$ cat config.mk
export PLATFORM = sky130hd
export DESIGN_NAME = usb_rx_linestate
export DESIGN_NICKNAME = d
export VERILOG_FILES = /design/src/rtl/usb_rx_linestate_pkg.sv /design/src/rtl/usb_line_filt.sv /design/src/rtl/usb_rx_linestate.sv
export SDC_FILE = /design/constraint.sdc
export NUM_CORES = 1
export LEC_CHECK = 0
export ABC_AREA = 1
export ABC_CLOCK_PERIOD_IN_PS = 1640
export BUFFER_PORTS_ARGS = -buffer_cell sky130_fd_sc_hd__clkbuf_2
export CAP_MARGIN = 0
export CORE_ASPECT_RATIO = 0.9
export CORE_UTILIZATION = 30
export CTS_BUF_LIST = sky130_fd_sc_hd__clkbuf_4
export DETAILED_ROUTE_END_ITERATION = 8
export GPL_TIMING_DRIVEN = 1
export SLEW_MARGIN = 15
export SYNTH_ARGS = -nofsm -noshare
export SYNTH_HDL_FRONTEND = slang
export SYNTH_SLANG_ARGS = --single-unit
$ cat constraint.sdc
create_clock -name clk -period 1.64 [get_ports clk]
set_input_delay 0.328 -clock clk [delete_from_list [all_inputs] [get_ports clk]]
set_output_delay 0.328 -clock clk [all_outputs]
set_load 0.05 [all_outputs]
$ cat src/rtl/usb_rx_linestate_pkg.sv
// Shared definitions for the USB full/low-speed receive line-state front-end:
// line-state encodings, default timeout constants and the pair decoder.
package usb_rx_linestate_pkg;

    // Line-state encodings as seen on rx_state
    typedef enum logic [1:0] {
        USB_LS_SE0 = 2'd0,
        USB_LS_J   = 2'd1,
        USB_LS_K   = 2'd2,
        USB_LS_SE1 = 2'd3
    } usb_line_state_e;

    // Bus reset: SE0 held for this many core cycles
    localparam int USB_DEFAULT_RST_CYCLES  = 120;
    // Suspend: idle J held for this many core cycles
    localparam int USB_DEFAULT_SUSP_CYCLES = 144000;

    // Decode a filtered {D+, D-} pair. Full speed idles with D+ high,
    // low speed idles with D- high, so J and K swap with the speed.
    function automatic usb_line_state_e decode_line_state(
        input logic dp,
        input logic dn,
        input logic low_speed
    );
        usb_line_state_e ls;
        case ({dp, dn})
            2'b00:   ls = USB_LS_SE0;
            2'b11:   ls = USB_LS_SE1;
            2'b10:   ls = low_speed ? USB_LS_K : USB_LS_J;
            default: ls = low_speed ? USB_LS_J : USB_LS_K;
        endcase
        return ls;
    endfunction

endpackage

$ cat src/rtl/usb_line_filt.sv
// Run-length deglitch filter for one USB data line. Several raw samples
// arrive per clock (bit 0 oldest); the filtered value only flips after
// FILT_LEN consecutive opposite samples, and the run carries across clock
// boundaries so a glitch straddling two cycles is rejected too.
module usb_line_filt
    import usb_rx_linestate_pkg::*;
#(
    parameter int SAMPLES  = 2,
    parameter int FILT_LEN = 2
) (
    input  logic               clk,
    input  logic               rst,
    input  logic [SAMPLES-1:0] samples,
    output logic               filtered,
    output logic               changed
);

    localparam int RUN_W = $clog2(FILT_LEN + 1);

    // Reject parameter values the sample loop was not built for
    if (!(SAMPLES == 1 || SAMPLES == 2 || SAMPLES == 4)) begin : g_bad_samples
        $error("usb_line_filt: SAMPLES must be 1, 2 or 4");
    end
    if (FILT_LEN < 1 || FILT_LEN > 8) begin : g_bad_filt_len
        $error("usb_line_filt: FILT_LEN must be in 1..8");
    end

    logic             filt_q;
    logic [RUN_W-1:0] run_q;
    logic             filt_nxt;
    logic [RUN_W-1:0] run_nxt;

    // Walk this cycle's samples oldest first, carrying value and run length
    always_comb begin
        filt_nxt = filt_q;
        run_nxt  = run_q;
        for (int i = 0; i < SAMPLES; i++) begin
            if (samples[i] == filt_nxt) begin
                run_nxt = '0;
            end else if (run_nxt == RUN_W'(FILT_LEN - 1)) begin
                filt_nxt = samples[i];
                run_nxt  = '0;
            end else begin
                run_nxt = run_nxt + 1'b1;
            end
        end
    end

    // Register filtered value, run length and the change flag together
    always_ff @(posedge clk or posedge rst) begin
        if (rst) begin
            filt_q  <= 1'b0;
            run_q   <= '0;
            changed <= 1'b0;
        end else begin
            filt_q  <= filt_nxt;
            run_q   <= run_nxt;
            changed <= (filt_nxt != filt_q);
        end
    end

    assign filtered = filt_q;

endmodule

$ cat src/rtl/usb_rx_linestate.sv
// USB receive front-end: deglitches D+ and D-, decodes the line state and
// flags line changes, bus reset (long SE0) and suspend (long idle J).
module usb_rx_linestate
    import usb_rx_linestate_pkg::*;
#(
    parameter int SAMPLES     = 2,
    parameter int FILT_LEN    = 2,
    parameter int LOW_SPEED   = 0,
    parameter int RST_CYCLES  = USB_DEFAULT_RST_CYCLES,
    parameter int SUSP_CYCLES = USB_DEFAULT_SUSP_CYCLES
) (
    input  logic               clk,
    input  logic               rst,
    input  logic [SAMPLES-1:0] rx_dp_s,
    input  logic [SAMPLES-1:0] rx_dn_s,
    output logic               rx_dp,
    output logic               rx_dn,
    output logic [1:0]         rx_state,
    output logic               rx_chg,
    output logic               bus_rst,
    output logic               suspend
);

    localparam int SE0_W  = $clog2(RST_CYCLES + 1);
    localparam int IDLE_W = $clog2(SUSP_CYCLES + 1);

    // Timeouts of zero would make bus_rst/suspend meaningless
    if (RST_CYCLES < 1 || SUSP_CYCLES < 1) begin : g_bad_timeouts
        $error("usb_rx_linestate: RST_CYCLES and SUSP_CYCLES must be >= 1");
    end

    logic            dp_chg;
    logic            dn_chg;
    usb_line_state_e line_state;
    logic [SE0_W-1:0]  se0_cnt;
    logic [IDLE_W-1:0] idle_cnt;

    usb_line_filt #(
        .SAMPLES  (SAMPLES),
        .FILT_LEN (FILT_LEN)
    ) u_filt_dp (
        .clk      (clk),
        .rst      (rst),
        .samples  (rx_dp_s),
        .filtered (rx_dp),
        .changed  (dp_chg)
    );

    usb_line_filt #(
        .SAMPLES  (SAMPLES),
        .FILT_LEN (FILT_LEN)
    ) u_filt_dn (
        .clk      (clk),
        .rst      (rst),
        .samples  (rx_dn_s),
        .filtered (rx_dn),
        .changed  (dn_chg)
    );

    // Both change flags are registered, so one pulse covers a joint flip
    assign rx_chg     = dp_chg | dn_chg;
    assign line_state = decode_line_state(rx_dp, rx_dn, LOW_SPEED != 0);
    assign rx_state   = line_state;

    // Count consecutive SE0 cycles, saturating at the bus-reset threshold
    always_ff @(posedge clk or posedge rst) begin
        if (rst) begin
            se0_cnt <= '0;
        end else if (line_state == USB_LS_SE0) begin
            if (se0_cnt != SE0_W'(RST_CYCLES)) begin
                se0_cnt <= se0_cnt + 1'b1;
            end
        end else begin
            se0_cnt <= '0;
        end
    end

    // Count consecutive idle-J cycles, saturating at the suspend threshold
    always_ff @(posedge clk or posedge rst) begin
        if (rst) begin
            idle_cnt <= '0;
        end else if (line_state == USB_LS_J) begin
            if (idle_cnt != IDLE_W'(SUSP_CYCLES)) begin
                idle_cnt <= idle_cnt + 1'b1;
            end
        end else begin
            idle_cnt <= '0;
        end
    end

    assign bus_rst = (se0_cnt == SE0_W'(RST_CYCLES));
    assign suspend = (idle_cnt == IDLE_W'(SUSP_CYCLES));

endmodule

-- Word-level counts from Yosys, hierarchy flattened
Index checks and enable logic that the tools add are counted.
- bits in registers: 33
- logic and storage cells: 57
- multiplexer cells: 21
- $add $sub $neg: 6
- bitwise logic cells: 1
- equality and inequality tests: 19
- reduce and logical (&&, ||, !) cells: 2
- operators by type and width (cell ; number):
    $mux 18 ; 2
    $add 18x1->18 const B ; 1
    $eq 18x18->1 const B ; 1
    $ne 18x18->1 const B ; 1
    $mux 2 ; 8
    $mux 7 ; 2
    $eq 2x1->1 const B ; 5
    $add 2x1->2 const B ; 4
    $mux 1 ; 8
    $add 7x1->7 const B ; 1
    $eq 7x7->1 const B ; 1
    $ne 7x7->1 const B ; 1
    $pmux 2 s3 ; 1
    $eq 1x1->1 ; 4
    $eq 2x2->1 const B ; 2
    $logic_not 2->1 ; 2
    $ne 2x1->1 const B ; 2
    $ne 1x1->1 ; 2
    $or 1x1->1 ; 1

-- Depth between registers and ports, before layout
- word-level depth: 7
- mapped depth: 8
- gate-level depth less buffers: 8

-- By module
A second synthesis with hierarchy kept.
- cell total of the unflattened synthesis: 258
- area, all modules: 1908.1 µm²
- by module, submodules not included (module ; area an instance (µm²) ; times used ; cells an instance ; sequential area each (µm²)):
    usb_rx_linestate ; 1475.2 ; 1 ; 204 ; 625.6
    usb_line_filt ; 216.5 ; 2 ; 27 ; 100.1

-- Least setup slack after synthesis
No wires, ideal clock.
- path kind: reg2out
- from: reg idle_cnt[0]
- to: out suspend
- data required time: 1.312 ns
- cell stages (with the launch flop): 5
- path slack: -0.559 ns
- data arrival time: 1.871 ns
- cell sequence: dfrtp_1 > inv_2 > ha_1 > nand3_1 > nor3_1
- longest elaborated chain between the ends: 1
- ends and longest elaborated chain (element ; line ; RTL):
    from (decl) ; usb_rx_linestate.sv:36 ; logic [IDLE_W-1:0] idle_cnt;
    from (signal assigned) ; usb_rx_linestate.sv:84 ; idle_cnt <= idle_cnt + 1'b1;
    $eq 18x18->1 ; usb_rx_linestate.sv:92 ; assign suspend = (idle_cnt == IDLE_W'(SUSP_CYCLES));
    to (decl) ; usb_rx_linestate.sv:21 ; output logic suspend
Every way passes these cells.

-- Worst setup path in the final report
- from: reg idle_cnt[12]
- to: out suspend
Same word-level chain as after synthesis.

==> metrics.cfg <==
[cells_and_area]
diodes=0
final_cells=363
utilization=0.406
final_layout_size_suffix_gt1_frac=0.253
postLayoutCellArea_mm2=0.00237
nets=302
area_growth_pct=27.8

[sta]
setup_viol=1
fin_setup_tns_ps=-177
period_share=1.11
drv_slew=0
hold_viol=0
worst_slack_ps=-177
max_freq_ghz=0.550
timing.clock.skew_ps=5.82
hold_ws_ps=51.6
period_needed_ps=1820
rsz0062_at_grt=true

[status]
violations=setup timing
status=finished, violations left

[placed_design]
place_inst=341
io_buffers=12
dp_hpwl_um=2950
dpl_cell_area_mm2=0.00211
gp_congestion=0.797
place_ws_ps=48.7

[critical_path]
endpoint_kind=output pin
startpoint=idle_cnt[12]
worstPathMaxFanout=3
critical_path_arrival_ps=1490
start_kind=flip-flop
r2r_slack_ps=160
r2r_end=idle_cnt[16]
timing.rr.start=idle_cnt[0]
rr_worst_depth=9
required_ps=1310
critical_path_class=flip-flop to output pin

[global_routing]
grt_pass1_vias=1681
grt_pass1_wl_um=7520
overflow=0
antenna_found_initial=0
gr-usage-all-layers=0.144
grt_max_degree=34

[clock_tree]
cts_tree=yes
clk_latency_ps=330
cts_max_level=2
cts.clk_slew.worst_paths_ps=100
cts_sinks=33
cts_root_buffer=clkbuf_4
cts_max_path_buffers=2
cts_buffers=5

[die]
dieArea_mm2=0.00649
ios=13
fp.dieW_um=84.8
rows=26
fp.dieH_um=76.5
floorplan.initialDensity=0.318
design.core.area_mm2=0.00582

[flow_run]
max_cap_viol_count=0

[logic_synthesis]
netlist_area_mm2=0.00185
synth_common_cells=49 x nand2_1, 49 x nor2_1, 33 x dfrtp_1
ys_seq_area_frac=0.446
synth_top_area_share=0.446
synthDistinctLibCells=28
synth_area_per_cell_um2=7.50
synthArstFlopShare=1.00
ys_warn_count=0
yosysTopAreaCell=dfrtp_1
synth_edf_count=0
ys_ff_latch=33
synth_area_leaders=dfrtp_1 45%, nand2_1 9.9%, nor2_1 9.9%
ys.flop_type=dfrtp_1
synth_cells=247

[routing]
drtPass1Iterations=7
finalWirelength_um=4170
wire_per_inst_um=11.5
routed_via_density=4.66
drtIter0Drc=131
vias=1690
drc=0
ant_nets=0

[pwr]
ir_drop_mv=1.06
p_per_area_mw_per_mm2=1140
p_leak_nw=1.12
total_power_mw=2.69

[min_path]
hold_class=input pin to asynchronous set/reset pin

-- cell families (layout without fill, tap and decap cells) --
| family | after synthesis | in the layout | synth area share |
|---|---|---|---|
| xor+xnor | 9 | 9 | 0.0426 |
| flops | 33 | 33 | 0.446 |
| compound gates | 29 | 29 | 0.0912 |
| buf+inv | 37 | 82 | 0.0777 |
| other cells | 1 | 2 | 0.00203 |
| simple gates | 134 | 134 | 0.314 |
| fa+ha+maj | 4 | 4 | 0.0270 |
-- worst max-delay path: stages (launching register included) --
cell and delay [ps]:
dfrtp_1 400, nand2_2 80, inv_2 60, nand4_1 200
nor3_4 260, buf_8 160
-- area by class of cell --
cell class              count  area, µm²
well taps                  70       87.6
repair buffers             41        298
clock inverters             2       33.8
multi-input cells         178        952
flip-flops and latches     33        826
inverters                  33        124
clock buffers               6       45.0
fillers                   600       3460
-- metal layers --
metal	track usage	part of all wire	vias to the layer above
met4	0.0153	0.0034	0
met5	0	0	-
met3	0.0423	0.034	2
li1	-	-	870
met2	0.221	0.45	34
met1	0.208	0.52	784
-- registers in the layout (all words and copies together) (netlist names) --
signal and flops:
u_filt_dp.filtered 1, u_filt_dn.run_q 2, u_filt_dn.changed 1, se0_cnt 7
u_filt_dp.run_q 2, idle_cnt 18, u_filt_dp.changed 1, u_filt_dn.filtered 1
-- repair_timing --
| action | CTS | global route |
|---|---|---|
| buffers inserted | 10 | 5 |
| pin swaps | 6 | 6 |
| endpoints found under the setup margin | 2 | 7 |
| resized for setup | 13 | 10 |
| hold buffers | 0 | 0 |
-- how the worst max path moves through the flow --
| stage | to | slack, ps | cells past startpoint |
|---|---|---|---|
| floorplan | suspend | 9 | 4 |
| global placement | suspend | 70 | 5 |
| global route | suspend | -280 | 4 |
| detailed placement | suspend | 50 | 5 |
| CTS | suspend | -200 | 4 |
| finish | suspend | -180 | 5 |
-- cells in the final DEF (no fill, tap or decap), types with 2 or more instances in the layout --
cell type	instances
nand2_2	3
nand4_1	6
inv_2	6
xor2_1	6
nand3_1	15
a21oi_1	11
inv_1	27
buf_4	29
ha_1	2
conb_1	2
nor2_4	2
or2_2	3
nor2_1	45
ha_4	2
clkbuf_4	6
buf_8	2
xnor2_1	3
nor2_2	5
nand2_1	48
o21ai_0	12
dfrtp_1	33
clkbuf_2	10
o2111ai_1	4
-- where the power goes --
part	leakage [nW]	total, mW	switching, mW	internal (mW)
registers	0.447	1.03	0.111	0.919
clock network	0.0433	0.615	0.281	0.334
logic	0.626	1.04	0.675	0.368
total	1.12	2.69	1.07	1.62
Note: power is estimated with default switching activity, not from simulation.
